**src/rtl/ctrl_pipe_carrier.sv**
```systemverilog
// ctrl_pipe_carrier
// -----------------
// Consumer end of the decode-stage control interface. Carries the decoder's
// per-instruction control bundles (MEM, EX, WB) through the ID/EX, EX/MEM and
// MEM/WB pipeline registers and presents each field group at the stage that
// uses it. Two-word LDM instructions are handled by parking the bundle in a
// pending register, capturing the following instruction word as the
// immediate, and inserting a bubble in the slot the LDM itself would occupy.
//
// Ports:
//   clk, rst_n        clock (rising edge), asynchronous active-low reset
//   id_mem/ex/wb      decoder control bundles for the word in decode
//   id_flush          decoder flags the current word as a two-word LDM
//   id_word           instruction word currently in decode (immediate source)
//   stall             hold decode, bubble into ID/EX
//   kill              squash decode and ID/EX, abort any pending LDM
//   ex_ctrl/ex_mem_q/ex_imm   ID/EX stage outputs
//   mem_ctrl/mem_imm          EX/MEM stage outputs
//   wb_ctrl/wb_imm            MEM/WB stage outputs
//   imm_pending       high while waiting for the LDM immediate word; this is
//                     also the FSM state (0 = RUN, 1 = IMM)
//
// Handshake: there is no valid/ready pair. Every stage register always holds
// either a real bundle or a bubble (all-zero), and a bubble writes nothing.
// stall/kill only affect what enters ID/EX; downstream stages always advance.
module ctrl_pipe_carrier #(
  parameter int DATA_W = 16,
  parameter int MEM_W  = 4,
  parameter int EX_W   = 7,
  parameter int WB_W   = 3
) (
  input  logic              clk,
  input  logic              rst_n,
  input  logic [MEM_W-1:0]  id_mem,
  input  logic [EX_W-1:0]   id_ex,
  input  logic [WB_W-1:0]   id_wb,
  input  logic              id_flush,
  input  logic [DATA_W-1:0] id_word,
  input  logic              stall,
  input  logic              kill,
  output logic [EX_W-1:0]   ex_ctrl,
  output logic [MEM_W-1:0]  ex_mem_q,
  output logic [DATA_W-1:0] ex_imm,
  output logic [MEM_W-1:0]  mem_ctrl,
  output logic [DATA_W-1:0] mem_imm,
  output logic [WB_W-1:0]   wb_ctrl,
  output logic [DATA_W-1:0] wb_imm,
  output logic              imm_pending
);

  typedef enum logic {
    S_RUN = 1'b0,
    S_IMM = 1'b1
  } state_t;

  state_t state_q, state_d;

  // Pending LDM bundle, held while the immediate word is awaited.
  logic [MEM_W-1:0]  pend_mem_q, pend_mem_d;
  logic [EX_W-1:0]   pend_ex_q,  pend_ex_d;
  logic [WB_W-1:0]   pend_wb_q,  pend_wb_d;

  // ID/EX stage.
  logic [MEM_W-1:0]  idex_mem_q, idex_mem_d;
  logic [EX_W-1:0]   idex_ex_q,  idex_ex_d;
  logic [WB_W-1:0]   idex_wb_q,  idex_wb_d;
  logic [DATA_W-1:0] idex_imm_q, idex_imm_d;

  // EX/MEM stage (EX group consumed, MEM and WB groups carried on).
  logic [MEM_W-1:0]  exmem_mem_q;
  logic [WB_W-1:0]   exmem_wb_q;
  logic [DATA_W-1:0] exmem_imm_q;

  // MEM/WB stage.
  logic [WB_W-1:0]   memwb_wb_q;
  logic [DATA_W-1:0] memwb_imm_q;

  // State register.
  always_ff @(posedge clk or negedge rst_n) begin
    if (!rst_n) state_q <= S_RUN;
    else        state_q <= state_d;
  end

  // Next-state logic: kill > stall > normal.
  always_comb begin
    state_d = state_q;
    case (state_q)
      S_RUN: if (!kill && !stall && id_flush) state_d = S_IMM;
      S_IMM: if (kill || !stall)              state_d = S_RUN;
      default:                                state_d = S_RUN;
    endcase
  end

  // Output logic: what enters ID/EX and what the pending register holds.
  // In IMM the decoder bundle inputs are ignored because the word in decode
  // is the immediate, not an opcode.
  always_comb begin
    idex_mem_d  = '0;
    idex_ex_d   = '0;
    idex_wb_d   = '0;
    idex_imm_d  = '0;
    pend_mem_d  = pend_mem_q;
    pend_ex_d   = pend_ex_q;
    pend_wb_d   = pend_wb_q;
    imm_pending = (state_q == S_IMM);
    case (state_q)
      S_RUN: begin
        if (!kill && !stall) begin
          if (id_flush) begin
            pend_mem_d = id_mem;
            pend_ex_d  = id_ex;
            pend_wb_d  = id_wb;
          end else begin
            idex_mem_d = id_mem;
            idex_ex_d  = id_ex;
            idex_wb_d  = id_wb;
          end
        end
      end
      S_IMM: begin
        if (kill) begin
          pend_mem_d = '0;
          pend_ex_d  = '0;
          pend_wb_d  = '0;
        end else if (!stall) begin
          idex_mem_d = pend_mem_q;
          idex_ex_d  = pend_ex_q;
          idex_wb_d  = pend_wb_q;
          idex_imm_d = id_word;
        end
      end
      default: ;
    endcase
  end

  always_ff @(posedge clk or negedge rst_n) begin
    if (!rst_n) begin
      pend_mem_q <= '0;
      pend_ex_q  <= '0;
      pend_wb_q  <= '0;
      idex_mem_q <= '0;
      idex_ex_q  <= '0;
      idex_wb_q  <= '0;
      idex_imm_q <= '0;
    end else begin
      pend_mem_q <= pend_mem_d;
      pend_ex_q  <= pend_ex_d;
      pend_wb_q  <= pend_wb_d;
      idex_mem_q <= idex_mem_d;
      idex_ex_q  <= idex_ex_d;
      idex_wb_q  <= idex_wb_d;
      idex_imm_q <= idex_imm_d;
    end
  end

  // Downstream stages advance every cycle regardless of stall/kill.
  always_ff @(posedge clk or negedge rst_n) begin
    if (!rst_n) begin
      exmem_mem_q <= '0;
      exmem_wb_q  <= '0;
      exmem_imm_q <= '0;
      memwb_wb_q  <= '0;
      memwb_imm_q <= '0;
    end else begin
      exmem_mem_q <= idex_mem_q;
      exmem_wb_q  <= idex_wb_q;
      exmem_imm_q <= idex_imm_q;
      memwb_wb_q  <= exmem_wb_q;
      memwb_imm_q <= exmem_imm_q;
    end
  end

  assign ex_ctrl  = idex_ex_q;
  assign ex_mem_q = idex_mem_q;
  assign ex_imm   = idex_imm_q;
  assign mem_ctrl = exmem_mem_q;
  assign mem_imm  = exmem_imm_q;
  assign wb_ctrl  = memwb_wb_q;
  assign wb_imm   = memwb_imm_q;

endmodule

```
**config.mk**
```make
export PLATFORM = sky130hd
export DESIGN_NAME = ctrl_pipe_carrier
export DESIGN_NICKNAME = d
export VERILOG_FILES = /design/src/rtl/ctrl_pipe_carrier.sv
export SDC_FILE = /design/constraint.sdc
export NUM_CORES = 1
export LEC_CHECK = 0
export ABC_AREA = 1
export CAP_MARGIN = 25
export CORE_MARGIN = 1
export CORE_UTILIZATION = 40
export CTS_BUF_LIST = sky130_fd_sc_hd__clkbuf_4 sky130_fd_sc_hd__clkbuf_8
export CTS_CLUSTER_SIZE = 14
export DETAILED_ROUTE_END_ITERATION = 8
export PLACE_DENSITY = 0.76
export SYNTH_ARGS = -nofsm -noshare
export SYNTH_HDL_FRONTEND = slang
export SYNTH_SLANG_ARGS = --single-unit
```
**constraint.sdc**
```tcl
create_clock -name clk -period 1.2 [get_ports clk]
set_input_delay 0.36 -clock clk [delete_from_list [all_inputs] [get_ports clk]]
set_output_delay 0.36 -clock clk [all_outputs]
set_load 0.02 [all_outputs]
```
==> flow_summary_export.csv <==
group,metric,value,unit
status,status,"finished with violations",
status,violations,"setup timing",
floorplanning,coreArea,6790,um2
placement,port_buffers,101,
layout,n_antenna_cell,0,
detailed_routing,route.detailed.drc,0,
layout,nets,389,
floorplanning,fp.dieW,85.7,um
placement,place_area,4030,um2
floorplanning,start_util,0.412,
grt,grt_first_pass_wirelength,9600,um
power,p_total,5.58,mW
timing,setup_slack,-57.8,ps
hold_path,hold_depth,0,
clock_network,cts_buffers,9,
hold_path,min_from,"idex_wb_q[0]",
timing,setup_viol,67,
critical_path,worstPathArrival,900,ps
logic_synthesis,mappedNetlistArea,2800,um2
layout,multi_input_area,493,um2
hold_path,holdPathEnd,"exmem_wb_q[0]",
floorplanning,die_h,85.7,um
critical_path,crit_type,"reg -> out",
critical_path,ff2ff_setup_slack,90,ps
timing,fin_crit,1260,ps
placement,hpwl,3980,um
timing,clock_skew,11.2,ps
critical_path,ff2ff_path_depth,6,
clock_network,clk_latency,350,ps
timing,tightest_slew,281,ps
power,switchingPower,1.41,mW
logic_synthesis,yosys_register_bits,87,
clock_network,tritoncts,"yes",
detailed_routing,wl,5900,um
timing,fin_crit_sh,1.05,
layout,regArea,2180,um2
logic_synthesis,synth_area_per_cell,12.6,um2
clock_network,clock_sinks,87,
floorplanning,rows,30,
logic_synthesis,synth_cell_type_count,14,
clock_network,clk_path_buf_depth,2,
grt,antenna_found_initial,0,
layout,utilization,0.649,
power,clock_power_share,0.339,
detailed_routing,routedWlPerCell,13.0,um
detailed_routing,viasPerCell,4.49,
logic_synthesis,syn-num-nets,258,
power,swShare,0.253,
detailed_routing,num_vias,2044,
job,cap_violations,0,
power,p_seq_frac,0.559,
clock_network,cts_max_level,3,
critical_path,crit_path_top_delay_cell,"dfrtp_1",
timing,holdWs,351,ps
placement,gp_congestion,0.788,
timing,slew_headroom,0.813,
layout,syn_to_final_growth,57.5,%
critical_path,crit_family,"flip-flops",
layout,drive_gt1_frac,0.326,
critical_path,r2r-start,"imm_pending",
power,cellInternalPower,4.17,mW
layout,n_fill_cell,506,
floorplanning,dieArea,7340,um2
clock_network,cts.reportedPaths.clkPinSlew,90,ps
hold_path,hp-class,"reg -> reg",
grt,first_global_vias,1982,
critical_path,crit_buf_inv,1,
clock_network,clockRootBuffer,"clkbuf_8",
grt,grt_use_total,0.176,
critical_path,max_stage_delay,410,ps
critical_path,r2r-end,"pend_wb_q[1]",
grt,grt_max_degree,55,
critical_path,path_cells,"buf_6",
critical_path,crit_fanout,2,
detailed_routing,drtAntennaViolNets,0,
layout,fin_area,4410,um2
timing,fmax,0.795,GHz
floorplanning,io_pins,102,
detailed_routing,drt_first_pass_iters,4,
power,pwr_density_cell,1270,nW/um2
critical_path,crit_required,840,ps
timing,hold_violations,0,
power,p_comb_frac,0.102,
logic_synthesis,yosysWarnings,0,
critical_path,end_kind,"output port",
detailed_routing,dr.first_iter.drc_count,65,
critical_path,start_kind,"register",
power,leakagePower,2.38,nW
power,ir_worst_vdd,0.657,mV
timing,rsz0062_at_grt,"true",
placement,pre_cts_slack,-384,ps
timing,finalMaxSlewViolations,0,
logic_synthesis,syn-instance-count,223,
grt,grt_overflow,0,
logic_synthesis,ys_seq_area_frac,0.777,
[registers in the layout, summed over array words and instances (netlist names), 4 cells and up]
register	count
ex_imm	16
mem_imm	16
wb_imm	16
ex_ctrl	7
pend_ex_q	7
ex_mem_q	4
mem_ctrl	4
pend_mem_q	4
[power groups by stage]
stage	sequential (mW)	clock (mW)	combinational (mW)
finish	3.12	1.89	0.571
global route	3.13	2.09	0.628
CTS	3.12	1.94	0.572
detailed placement	3.17	0	0.553
global placement	3.16	0	0.538
floorplan	3.22	0	0.156
[worst max path at each step]
stage                        end         from  slack (ps)  cells past startpoint
floorplan           pend_ex_q[0]  imm_pending           7                      5
global placement      ex_ctrl[2]        stall        -320                      6
detailed placement    ex_ctrl[2]        stall        -380                      6
CTS                   ex_imm[12]   ex_imm[12]         -80                      1
global route          mem_imm[0]   mem_imm[0]        -110                      1
finish                mem_imm[0]   mem_imm[0]         -60                      1
[worst register-to-register path, stage by stage (launching register included)]
cell     delay (ps)
dfrtp_1         400
buf_4           170
nor2_4          110
nand2_2          70
buf_6           140
nand3_1          70
nand2_1          50
[cell usage after synthesis, drive strengths merged]
cell type / number / area share
o21ai: 1 / 0.0018
buf: 10 / 0.024
nand4: 14 / 0.031
nand2: 46 / 0.063
nand3: 28 / 0.050
dfrtp: 87 / 0.78
inv: 19 / 0.025
nor2: 18 / 0.028
[metal layers]
layer | vias up | wire [um] | track usage
li1 | 975 | - | -
met1 | 966 | 2520 | 0.222
met2 | 95 | 2880 | 0.283
met3 | 8 | 416 | 0.0529
met4 | 0 | 82 | 0.0758
met5 | - | 0 | 0
[cell type report]
type	count	share of cell area
Sequential cell	87	0.493
Timing Repair Buffer	130	0.308
Multi-Input combinational cell	107	0.112
Clock buffer	10	0.0312
Tap cell	96	0.0272
Inverter	19	0.0167
Clock inverter	6	0.0113
[layout by cell type, fill, tap and decap left out, drive strengths merged]
master and count:
buf 96, dlygate4sd3 1, nand4 14, clkdlybuf4s50 32, nor2 18, clkbuf 10
dfrtp 87, nand3 28, clkinvlp 2, nand2 46, dlymetal6s2s 1, o21ai 1
inv 22, clkinv 1
[cells by family (layout without fill, tap and decap cells)]
family,count (synthesis),in the layout,synth area share
compound gates,1,1,0.00178
buf+inv,29,165,0.0496
simple gates,106,106,0.172
flops,87,87,0.777
[through the flow]
step,TNS [ps],cells
6_report,-2140,455
2_1_floorplan,0,223
3_5_place_dp,-19990,427
4_1_cts,-3370,453
3_3_place_gp,-16910,427
5_1_grt,-5110,455
[timing repair]
action / in CTS / in global routing
gates resized for setup: 398 / 5
pin swaps: 0 / 1
hold endpoints to repair: 8 / 0
hold buffers: 1 / 0
buffers inserted: 9 / 2
setup endpoints to repair: 72 / 105
No activity file was read; power rests on OpenSTA's default activity.
